===== config.mk =====
export PLATFORM = sky130hd
export DESIGN_NAME = stream_demux_n
export DESIGN_NICKNAME = d
export VERILOG_FILES = /design/src/rtl/stream_demux_pkg.sv /design/src/rtl/stream_demux_n_slot.sv /design/src/rtl/stream_demux_n.sv
export SDC_FILE = /design/constraint.sdc
export NUM_CORES = 1
export LEC_CHECK = 0
export BUFFER_PORTS_ARGS = -buffer_cell sky130_fd_sc_hd__buf_2
export CAP_MARGIN = 20
export CORE_ASPECT_RATIO = 0.75
export CORE_UTILIZATION = 33
export CTS_BUF_LIST = sky130_fd_sc_hd__clkbuf_8 sky130_fd_sc_hd__clkbuf_16
export DETAILED_ROUTE_END_ITERATION = 16
export GPL_TIMING_DRIVEN = 1
export HOLD_SLACK_MARGIN = 0.1
export SLEW_MARGIN = 5
export SYNTH_ARGS = -nofsm -noshare
export SYNTH_HDL_FRONTEND = slang
export SYNTH_SLANG_ARGS = --single-unit

===== constraint.sdc =====
create_clock -name clk -period 2.6 [get_ports clk]
set_input_delay 0.13 -clock clk [delete_from_list [all_inputs] [get_ports clk]]
set_output_delay 0.13 -clock clk [all_outputs]
set_load 0.01 [all_outputs]

===== src/rtl/stream_demux_pkg.sv =====
// Shared types, defaults and helpers for the registered 1-to-NCH stream demux.
package stream_demux_pkg;

  localparam int unsigned DEFAULT_DW  = 8;
  localparam int unsigned DEFAULT_NCH = 4;

  // Routing state: idle between packets, locked onto a channel, or discarding
  // a packet whose target channel does not exist.
  typedef enum logic [1:0] {
    IDLE = 2'd0,
    PKT  = 2'd1,
    DROP = 2'd2
  } state_t;

  // True when channel index ch names a real output channel.
  function automatic logic ch_in_range(input int unsigned ch, input int unsigned nch);
    return (ch < nch);
  endfunction

endpackage


===== src/rtl/stream_demux_n_slot.sv =====
// One-beat holding register (valid/data/last) for a single output channel.
// A write while the consumer drains the slot keeps it full, which allows
// one beat per cycle through the slot.
module demux_slot #(
  parameter int unsigned DW = 8
) (
  input  logic          clk,
  input  logic          rst_n,
  input  logic          i_wr_en,
  input  logic [DW-1:0] i_wr_data,
  input  logic          i_wr_last,
  input  logic          i_rd,
  output logic          o_full,
  output logic [DW-1:0] o_data,
  output logic          o_last
);

  logic          r_full;
  logic [DW-1:0] r_data;
  logic          r_last;

  // Fill on write (takes priority over a same-cycle drain), empty on drain.
  always_ff @(posedge clk or negedge rst_n) begin
    if (!rst_n) begin
      r_full <= 1'b0;
      r_data <= '0;
      r_last <= 1'b0;
    end else begin
      if (i_wr_en) begin
        r_full <= 1'b1;
        r_data <= i_wr_data;
        r_last <= i_wr_last;
      end else if (i_rd) begin
        r_full <= 1'b0;
      end
    end
  end

  assign o_full = r_full;
  assign o_data = r_data;
  assign o_last = r_last;

endmodule


===== src/rtl/stream_demux_n.sv =====
// Registered, packet-locked 1-to-NCH stream demultiplexer. The first beat of
// a packet picks the target (explicit in_sel or round-robin pointer); the
// target is held until the beat flagged in_last. Packets aimed at a channel
// that does not exist are swallowed and flagged in err_sel.
module stream_demux_n
  import stream_demux_pkg::*;
#(
  parameter int unsigned DW  = DEFAULT_DW,
  parameter int unsigned NCH = DEFAULT_NCH,
  parameter int unsigned SW  = 2
) (
  input  logic              clk,
  input  logic              rst_n,
  input  logic              in_valid,
  output logic              in_ready,
  input  logic [DW-1:0]     in_data,
  input  logic              in_last,
  input  logic [SW-1:0]     in_sel,
  input  logic              rr_mode,
  output logic [NCH-1:0]    out_valid,
  input  logic [NCH-1:0]    out_ready,
  output logic [NCH*DW-1:0] out_data,
  output logic [NCH-1:0]    out_last,
  output logic [SW-1:0]     cur_sel,
  output logic              err_sel
);

  // Parameter sanity: the select must be exactly wide enough for NCH.
  if (SW != $clog2(NCH)) begin : g_bad_sw
    $error("stream_demux_n: SW must equal clog2(NCH)");
  end
  if ((NCH < 2) || (NCH > 16)) begin : g_bad_nch
    $error("stream_demux_n: NCH must be in 2..16");
  end

  state_t        r_state;
  state_t        w_state_next;
  logic [SW-1:0] r_tgt;
  logic [SW-1:0] r_rr_ptr;
  logic          r_rr_pkt;
  logic          r_err;

  logic [SW-1:0]  w_first_tgt;
  logic [SW-1:0]  w_tgt;
  logic           w_tgt_ok;
  logic           w_tgt_free;
  logic           w_in_ready;
  logic           w_accept;
  logic           w_wr_any;
  logic           w_rr_adv;
  logic           w_err_set;
  logic [NCH-1:0] w_full;
  logic [NCH-1:0] w_wr_en;

  // The target is decided combinationally from the inputs while idle and
  // comes from the lock register once a packet is in flight.
  assign w_first_tgt = rr_mode ? r_rr_ptr : in_sel;
  assign w_tgt       = (r_state == IDLE) ? w_first_tgt : r_tgt;
  assign w_tgt_ok    = ch_in_range(32'(w_tgt), NCH);
  assign w_accept    = in_valid && w_in_ready;

  // Target slot can take a beat when empty or being drained this cycle.
  always_comb begin
    w_tgt_free = 1'b0;
    for (int k = 0; k < NCH; k++) begin
      if (w_tgt == SW'(k)) begin
        w_tgt_free = !w_full[k] || out_ready[k];
      end
    end
  end

  // FSM state register.
  always_ff @(posedge clk or negedge rst_n) begin
    if (!rst_n) begin
      r_state <= IDLE;
    end else begin
      r_state <= w_state_next;
    end
  end

  // FSM next-state logic: single-beat packets never leave IDLE.
  always_comb begin
    w_state_next = r_state;
    case (r_state)
      IDLE: begin
        if (w_accept && !in_last) begin
          w_state_next = w_tgt_ok ? PKT : DROP;
        end
      end
      PKT, DROP: begin
        if (w_accept && in_last) begin
          w_state_next = IDLE;
        end
      end
      default: w_state_next = IDLE;
    endcase
  end

  // FSM outputs: handshake, slot write strobe, pointer advance, error set.
  // in_ready is held low while reset is asserted and never looks at in_valid.
  always_comb begin
    w_in_ready = 1'b0;
    w_wr_any   = 1'b0;
    w_rr_adv   = 1'b0;
    w_err_set  = 1'b0;
    case (r_state)
      IDLE: begin
        w_in_ready = !w_tgt_ok || w_tgt_free;
        w_wr_any   = w_accept && w_tgt_ok;
        w_err_set  = w_accept && !w_tgt_ok;
        w_rr_adv   = w_accept && in_last && rr_mode;
      end
      PKT: begin
        w_in_ready = w_tgt_free;
        w_wr_any   = w_accept;
        w_rr_adv   = w_accept && in_last && r_rr_pkt;
      end
      DROP: begin
        w_in_ready = 1'b1;
      end
      default: begin
        w_in_ready = 1'b0;
      end
    endcase
    w_in_ready = w_in_ready && rst_n;
  end

  // Packet lock, round-robin pointer and sticky error flag.
  always_ff @(posedge clk or negedge rst_n) begin
    if (!rst_n) begin
      r_tgt    <= '0;
      r_rr_ptr <= '0;
      r_rr_pkt <= 1'b0;
      r_err    <= 1'b0;
    end else begin
      if ((r_state == IDLE) && w_accept) begin
        r_tgt    <= w_first_tgt;
        r_rr_pkt <= rr_mode;
      end
      if (w_rr_adv) begin
        r_rr_ptr <= (r_rr_ptr == SW'(NCH - 1)) ? '0 : r_rr_ptr + 1'b1;
      end
      if (w_err_set) begin
        r_err <= 1'b1;
      end
    end
  end

  // One holding slot per output channel.
  for (genvar gi = 0; gi < NCH; gi++) begin : g_ch
    assign w_wr_en[gi] = w_wr_any && (w_tgt == SW'(gi));

    demux_slot #(
      .DW(DW)
    ) u_slot (
      .clk      (clk),
      .rst_n    (rst_n),
      .i_wr_en  (w_wr_en[gi]),
      .i_wr_data(in_data),
      .i_wr_last(in_last),
      .i_rd     (out_ready[gi]),
      .o_full   (w_full[gi]),
      .o_data   (out_data[gi*DW +: DW]),
      .o_last   (out_last[gi])
    );
  end

  assign out_valid = w_full;
  assign in_ready  = w_in_ready;
  assign cur_sel   = (r_state == IDLE) ? r_rr_ptr : r_tgt;
  assign err_sel   = r_err;

endmodule

==> results.toml, run 1 <==
[status]
status = "finished clean"

[yosys]
syn_area_um2 = 2110
syn_inst = 148
synth_nets = 168
synth_cell_types = 35
syn_avg_cell_area_um2 = 14.25
ys_ff_latch = 46
ys_warn_count = 0
yosysSeqAreaShare = 0.5457

[placement]
port_buffers = 61
dpl_worst_slack_ns = 0.3534
dp.cells = 280
hpwl_um = 3210
gp_congestion = 0.8167

[route]
vias_per_cell = 4.651
num_vias = 1372
wirelength_um = 4542
wl_per_cell_um = 15.40
drc = 0
drt_iter0_drc = 44
first_pass_iters = 4
antenna_left = 0

[setup_path]
cpLargestDelayFamily = "simple AND/OR/NAND/NOR gates"
max_stage_delay_ns = 0.57
cp_slowest_cell = "dfrtp_1"
setup.worst_path.end_class = "output port"
path_cells = "or2b_2 -> o21a_1 -> o22ai_1 -> o21ai_0 -> and2_1 -> buf_2"
crit_type = "register to output port"
ff2ff_path_depth = 4
path_max_fanout = 10
cp.depth = 6
cp.arrival_ns = 2.16
cp-start-kind = "register"
critPathRequiredTime_ns = 2.47
cp.buffers_inverters = 1

[power_and_ir_drop]
netSwitchingFraction = 0.3683
pwr-share-comb = 0.442
powerDensity_nw_per_um2 = 1178
ir_drop_mv = 0.4666
p_sw_w = 0.001138
seq_power_share = 0.410
p_int_w = 0.001952
p_clk_frac = 0.149
leakagePower_nw = 1.235

[sta]
post-route-period-util = 0.8791
max_freq_mhz = 437.5
tns_ns = 0
worstMarginPinSlew_ns = 0.5035
worst_slack_ns = 0.3145
finalClockSkew_ns = 0.007499
finalHoldViolations = 0
setup_violations = 0
drv_slew = 0
fin_crit_ns = 2.286
rsz0062_at_grt = "false"
relSlewSlack = 0.6571

[cts]
post-cts-setup-buffers = 0
cts_inserted_buffers = 5
tritoncts = "built"
cts.clk_slew.worst_paths_ns = 0.10
clk_latency_ns = 0.30
h-tree-depth = 2
clock-sinks = 46
clk_path_buf_depth = 2
cts-root-buf = "clkbuf_8"

[global_routing]
grtUsageTotal = 0.1469
antenna_found_initial = 0
grt_max_degree = 42
grt_pass1_vias = 1416
gr-total-overflow = 0
grt_pass1_wl_um = 7396

[die]
die_w_um = 94.32
die-height_um = 71.24
start_util = 0.3530
ios = 63
dieArea_um2 = 6719
rows = 24
coreArea_um2 = 5976

[layout]
multi_input_area_um2 = 863.3
drive_gt1_frac = 0.5945
utilization = 0.4389
stdcell_count = 295
nFillCells = 553
seqCellArea_um2 = 1151
fin_nets = 236
antennaDiodeCount = 0
syn2layout_area_growth_pct = 24.32

[worst_hold_path]
min_path_cells = 2
holdCritPathClass = "input port to register"

[flow_run]
cap_violations = 0
-- metal layers --
| metal | global-route usage | vias to the layer above | share of wire |
|---|---|---|---|
| met5 | 0 | - | 0 |
| li1 | - | 660 | - |
| met4 | 0.03077 | 0 | 0.0055 |
| met2 | 0.2053 | 37 | 0.43 |
| met3 | 0.04989 | 5 | 0.063 |
| met1 | 0.2199 | 670 | 0.50 |
-- worst register-to-register path: cells and delay by family (launching register included) --
kind | cells | cell delay [ns]
buffers and inverters | 1 | 0.21
flip-flops | 1 | 0.52
multiplexers | 2 | 0.93
AND/OR/NAND/NOR | 1 | 0.46
-- through the flow --
stage	total power, W	hold slack [ns]	cell area, um^2
2_1_floorplan	0.002222	-0.1656	2110
3_3_place_gp	0.002618	-0.002160	2459
3_5_place_dp	0.002649	0.001992	2459
4_1_cts	0.003120	0.1013	2623
5_1_grt	0.003296	0.1126	2623
6_report	0.003090	0.1143	2623
-- path summary, 6_finish.rpt --
kind,startpoint,end,slack [ns]
max,r_state[0],in_ready,0.31
min,in_data[4],g_ch[2].u_slot.o_data[4],0.11
max reg2reg,r_state[0],g_ch[0].u_slot.o_data[5],0.37
min reg2reg,g_ch[3].u_slot.o_data[6],g_ch[3].u_slot.o_data[6],0.51
max in group asynchronous,rst_n,g_ch[3].u_slot.o_data[3],1.61
min in group asynchronous,rst_n,r_tgt[0],0.21
-- kinds of logic after synthesis --
logic type	synth area share
compound gates	0.04567
flops	0.5457
mux	0.2622
fa+ha+maj	0.005930
other cells	0.001778
simple gates	0.09371
buf+inv	0.04507
-- cells in the final DEF (no fill, tap or decap), types with 2 or more instances in the layout --
| master | instances |
|---|---|
| dfrtp_1 | 46 |
| nor2b_1 | 2 |
| o211ai_1 | 2 |
| or2_2 | 2 |
| and2_1 | 2 |
| nor3_4 | 2 |
| mux2i_1 | 2 |
| clkbuf_8 | 5 |
| dlygate4sd3_1 | 7 |
| nand2b_1 | 3 |
| buf_4 | 5 |
| nand2_1 | 4 |
| o2111ai_1 | 2 |
| nor2_1 | 5 |
| mux2_2 | 44 |
| buf_2 | 61 |
-- cell usage after synthesis --
master	count	area share
o21ai_0	1	0.0024
inv_1	1	0.0018
nand2_4	1	0.0053
nor4_1	1	0.0030
nand2_1	4	0.0071
conb_1	1	0.0018
nor2_1	5	0.0089
buf_4	10	0.036
dfrtp_1	46	0.55
and4_1	1	0.0042
buf_2	1	0.0024
o21ai_1	1	0.0024
nor3_4	2	0.015
nor4_4	1	0.010
or2_2	2	0.0059
o31ai_1	1	0.0036
and3_1	1	0.0030
nor2b_1	2	0.0059
a31oi_1	1	0.0030
or2b_2	1	0.0042
mux2_4	1	0.0071
mux2_2	44	0.23
buf_6	1	0.0053
o311a_1	1	0.0047
o21a_1	1	0.0036
nand2b_1	3	0.0089
o21ai_4	1	0.0077
ha_1	1	0.0059
and2_1	2	0.0059
o22ai_1	1	0.0030
o211ai_1	2	0.0071
mux2i_4	1	0.011
mux2i_1	2	0.0095
o2111ai_1	2	0.0083
nand4_2	1	0.0059
-- cell type report --
cell class              instances  area share
inverters                       1    0.001431
well taps                      78     0.03721
clock inverters                 3    0.009542
clock buffers                   5     0.02624
repair buffers                 73      0.1574
multi-input cells              89      0.3292
flip-flops and latches         46      0.4389
-- sequential cells by signal, indices dropped and copies added, names as in the netlist --
name                flops
r_tgt                   2
r_rr_ptr                2
g_ch.u_slot.o_full      4
r_state                 1
g_ch.u_slot.o_last      4
g_ch.u_slot.o_data     32
r_rr_pkt                1
-- timing repair --
item                      CTS  global route
hold endpoints to repair   24             0
hold buffers                7             0
resized for setup           0             0
-- power by group through the flow --
stage / sequential, W / clock [W] / combinational, W
2_1_floorplan: 0.00136 / 0 / 0.000861
3_3_place_gp: 0.00127 / 0 / 0.00134
3_5_place_dp: 0.00128 / 0 / 0.00137
4_1_cts: 0.00127 / 0.000471 / 0.00138
5_1_grt: 0.00132 / 0.000499 / 0.00148
6_report: 0.00127 / 0.000460 / 0.00136
Power figures use the tool's default switching activity.
==> run 2: changes to the inputs <==
--- a/config.mk
+++ b/config.mk
@@ -16,4 +16,5 @@
 export SLEW_MARGIN = 5
 export SYNTH_ARGS = -nofsm -noshare
 export SYNTH_HDL_FRONTEND = slang
+export SYNTH_HIERARCHICAL = 1
 export SYNTH_SLANG_ARGS = --single-unit
==> run 2 against run 1 <==
Net effect:
- synthesized area grew 0.18%
- combinational power grew 8%
- clock skew shrank 0.0019 ns
- worst hold slack lost 0.0059 ns
- clock-buffer cell count is the same
- core utilization grew 1.1 points
- global-route usage shrank 0.96 points
- sequential cell count is the same
- cell area grew 3.1%
- largest cell class unchanged
- largest power group unchanged
- highest routed layer unchanged
==> results.toml, run 2 <==
[power_and_ir_drop]
finalPower_w = 0.003405
p_int_w = 0.002309
leakagePower_nw = 1.364
pwr-share-comb = 0.432
powerDensity_nw_per_um2 = 1259
netSwitchingFraction = 0.3218
ir_drop_mv = 0.4477
p_sw_w = 0.001096
seq_power_share = 0.383
p_clk_frac = 0.185

[route]
vias_per_cell = 4.557
drt_iter0_drc = 44
num_vias = 1308
wl_per_cell_um = 15.03
antenna_left = 0
drc = 0
first_pass_iters = 4
wirelength_um = 4313

[sta]
setup_violations = 0
drv_slew = 0
max_freq_mhz = 440.8
rsz0062_at_grt = "false"
finalHoldViolations = 0
worstMarginPinSlew_ns = 0.6107
relSlewSlack = 0.5922
worst_slack_ns = 0.3315
whs_ns = 0.1085
finalClockSkew_ns = 0.005571
post-route-period-util = 0.8725
tns_ns = 0
fin_crit_ns = 2.268

[worst_hold_path]
holdCritPathClass = "input port to register"
min_path_cells = 2

[setup_path]
path_max_fanout = 10
cp_slowest_cell = "dfrtp_1"
setup.worst_path.end_class = "register"
critPathRequiredTime_ns = 2.79
max_stage_delay_ns = 0.55
crit_type = "register to register"
cpLargestDelayFamily = "multiplexers"
cp.buffers_inverters = 2
cpMostUsedCell = "mux2_4"
cp.depth = 6
cp-start-kind = "register"
ff2ff_path_depth = 6
path_cells = "inv_1 -> mux2_4 -> a221o_1 -> nor3_2 -> buf_4 -> mux2_4"
cp.arrival_ns = 2.45

[yosys]
yosysSeqAreaShare = 0.5447
ys_warn_count = 6
ys_ff_latch = 46
yosysMostFrequentCell = "dfrtp_1"
synth_area_leaders = "dfrtp_1 54%, mux2_4 26%, mux2_2 3.7%, buf_6 2.1%, a21o_2 1.7%"
synthTopCellsByCount = "46 x dfrtp_1, 37 x mux2_4, 7 x inv_1, 7 x mux2_2"
synthArstFlopShare = 1.000
syn_inst = 134
yosys.area.top_type = "dfrtp_1"
synth_cell_types = 28
synth_flop_cell = "dfrtp_1"
syn_area_um2 = 2113
synth_nets = 154
syn_avg_cell_area_um2 = 15.77
synth_edf_count = 0
yosysTopAreaCellShare = 0.5447

[placement]
dpl_worst_slack_ns = 0.3586
hpwl_um = 3244
gp_congestion = 0.8246
port_buffers = 61

[die]
die_w_um = 94.41
dieArea_um2 = 6731
ios = 63
rows = 24
start_util = 0.3519
coreArea_um2 = 6006
die-height_um = 71.30

[layout]
antennaDiodeCount = 0
utilization = 0.4502
drive_gt1_frac = 0.6220
multi_input_area_um2 = 888.4
syn2layout_area_growth_pct = 27.95
final_common_cell = "buf_2"
fin_nets = 228
final_cell_mix = "61 x buf_2, 46 x dfrtp_1, 37 x mux2_4"
nFillCells = 573
largest_reg_flops = 32
seqCellArea_um2 = 1151

[global_routing]
grt_max_degree = 23
grt_pass1_vias = 1271
grt_pass1_wl_um = 6817
gr-total-overflow = 0
grtUsageTotal = 0.1373
antenna_found_initial = 0

[status]
status = "finished clean"

[cts]
clk_path_buf_depth = 2
tritoncts = "built"
clk_latency_ns = 0.30
cts.clk_slew.worst_paths_ns = 0.09
cts_resized = 0
cts-root-buf = "clkbuf_8"
h-tree-depth = 2
clock-sinks = 46
cts_inserted_buffers = 5
post-cts-setup-buffers = 0

[flow_run]
cap_violations = 0
[run 2: changes by cell type after synthesis, moves of 3 or more]
cell	change
a21o_2	+4
buf_4	-9
buf_6	+3
inv_1	+6
mux2_1	+3
mux2_2	-37
mux2_4	+36
nand2_1	-3
[run 2: stage by stage]
stage	cells	area [um^2]
global placement	276	2536
detailed placement	276	2536
CTS	287	2704
finish	287	2704
global route	287	2704
floorplan	134	2113
[run 2: cells by family after synthesis]
| logic type | share of synthesized area |
|---|---|
| mux | 0.3209 |
| flops | 0.5447 |
| compound gates | 0.05684 |
| buf+inv | 0.03967 |
| simple gates | 0.03019 |
| fa+ha+maj | 0.005920 |
| other cells | 0.001774 |
[run 2: power by group through the flow]
| stage | Clock [W] | Combinational, W | Sequential [W] |
|---|---|---|---|
| 2_1_floorplan | 0 | 0.000859 | 0.00140 |
| 3_3_place_gp | 0 | 0.00146 | 0.00132 |
| 3_5_place_dp | 0 | 0.00148 | 0.00131 |
| 4_1_cts | 0.000652 | 0.00149 | 0.00131 |
| 5_1_grt | 0.000677 | 0.00160 | 0.00135 |
| 6_report | 0.000629 | 0.00147 | 0.00131 |
[run 2: final cells by class]
cell class              instances  area share
flip-flops and latches         46      0.4257
clock inverters                 3     0.02545
multi-input cells              75      0.3286
clock buffers                   5     0.02545
repair buffers                 73      0.1490
well taps                      78     0.03609
inverters                       7    0.009718
[run 2: final timing paths]
check | startpoint | to | slack (ns)
worst max-delay path | r_state[0] | g_ch[1].u_slot/o_data[0] | 0.33
worst min-delay path | in_last | r_state[0] | 0.11
worst max register to register | r_state[0] | g_ch[1].u_slot/o_data[0] | 0.33
worst min register to register | r_rr_pkt | r_rr_pkt | 0.49
max in group asynchronous | rst_n | g_ch[2].u_slot/o_data[2] | 1.80
min in group asynchronous | rst_n | r_rr_pkt | 0.23
[run 2: repair_timing]
action / in CTS / in global routing
hold buffers: 3 / 0
setup endpoints to repair: 0 / 0
endpoints found under the hold margin: 48 / 0
[run 2: worst reg2reg max path, cell delays in order (launching register included)]
cell	delay (ns)
dfrtp_1	0.55
inv_1	0.14
mux2_4	0.33
a221o_1	0.38
nor3_2	0.19
buf_4	0.25
mux2_4	0.32
[run 2: metal layers]
metal,global-route usage,wire [um]
met1,0.2080,2259
met2,0.1868,1784
met3,0.03079,207
met4,0.05641,62
met5,0,0
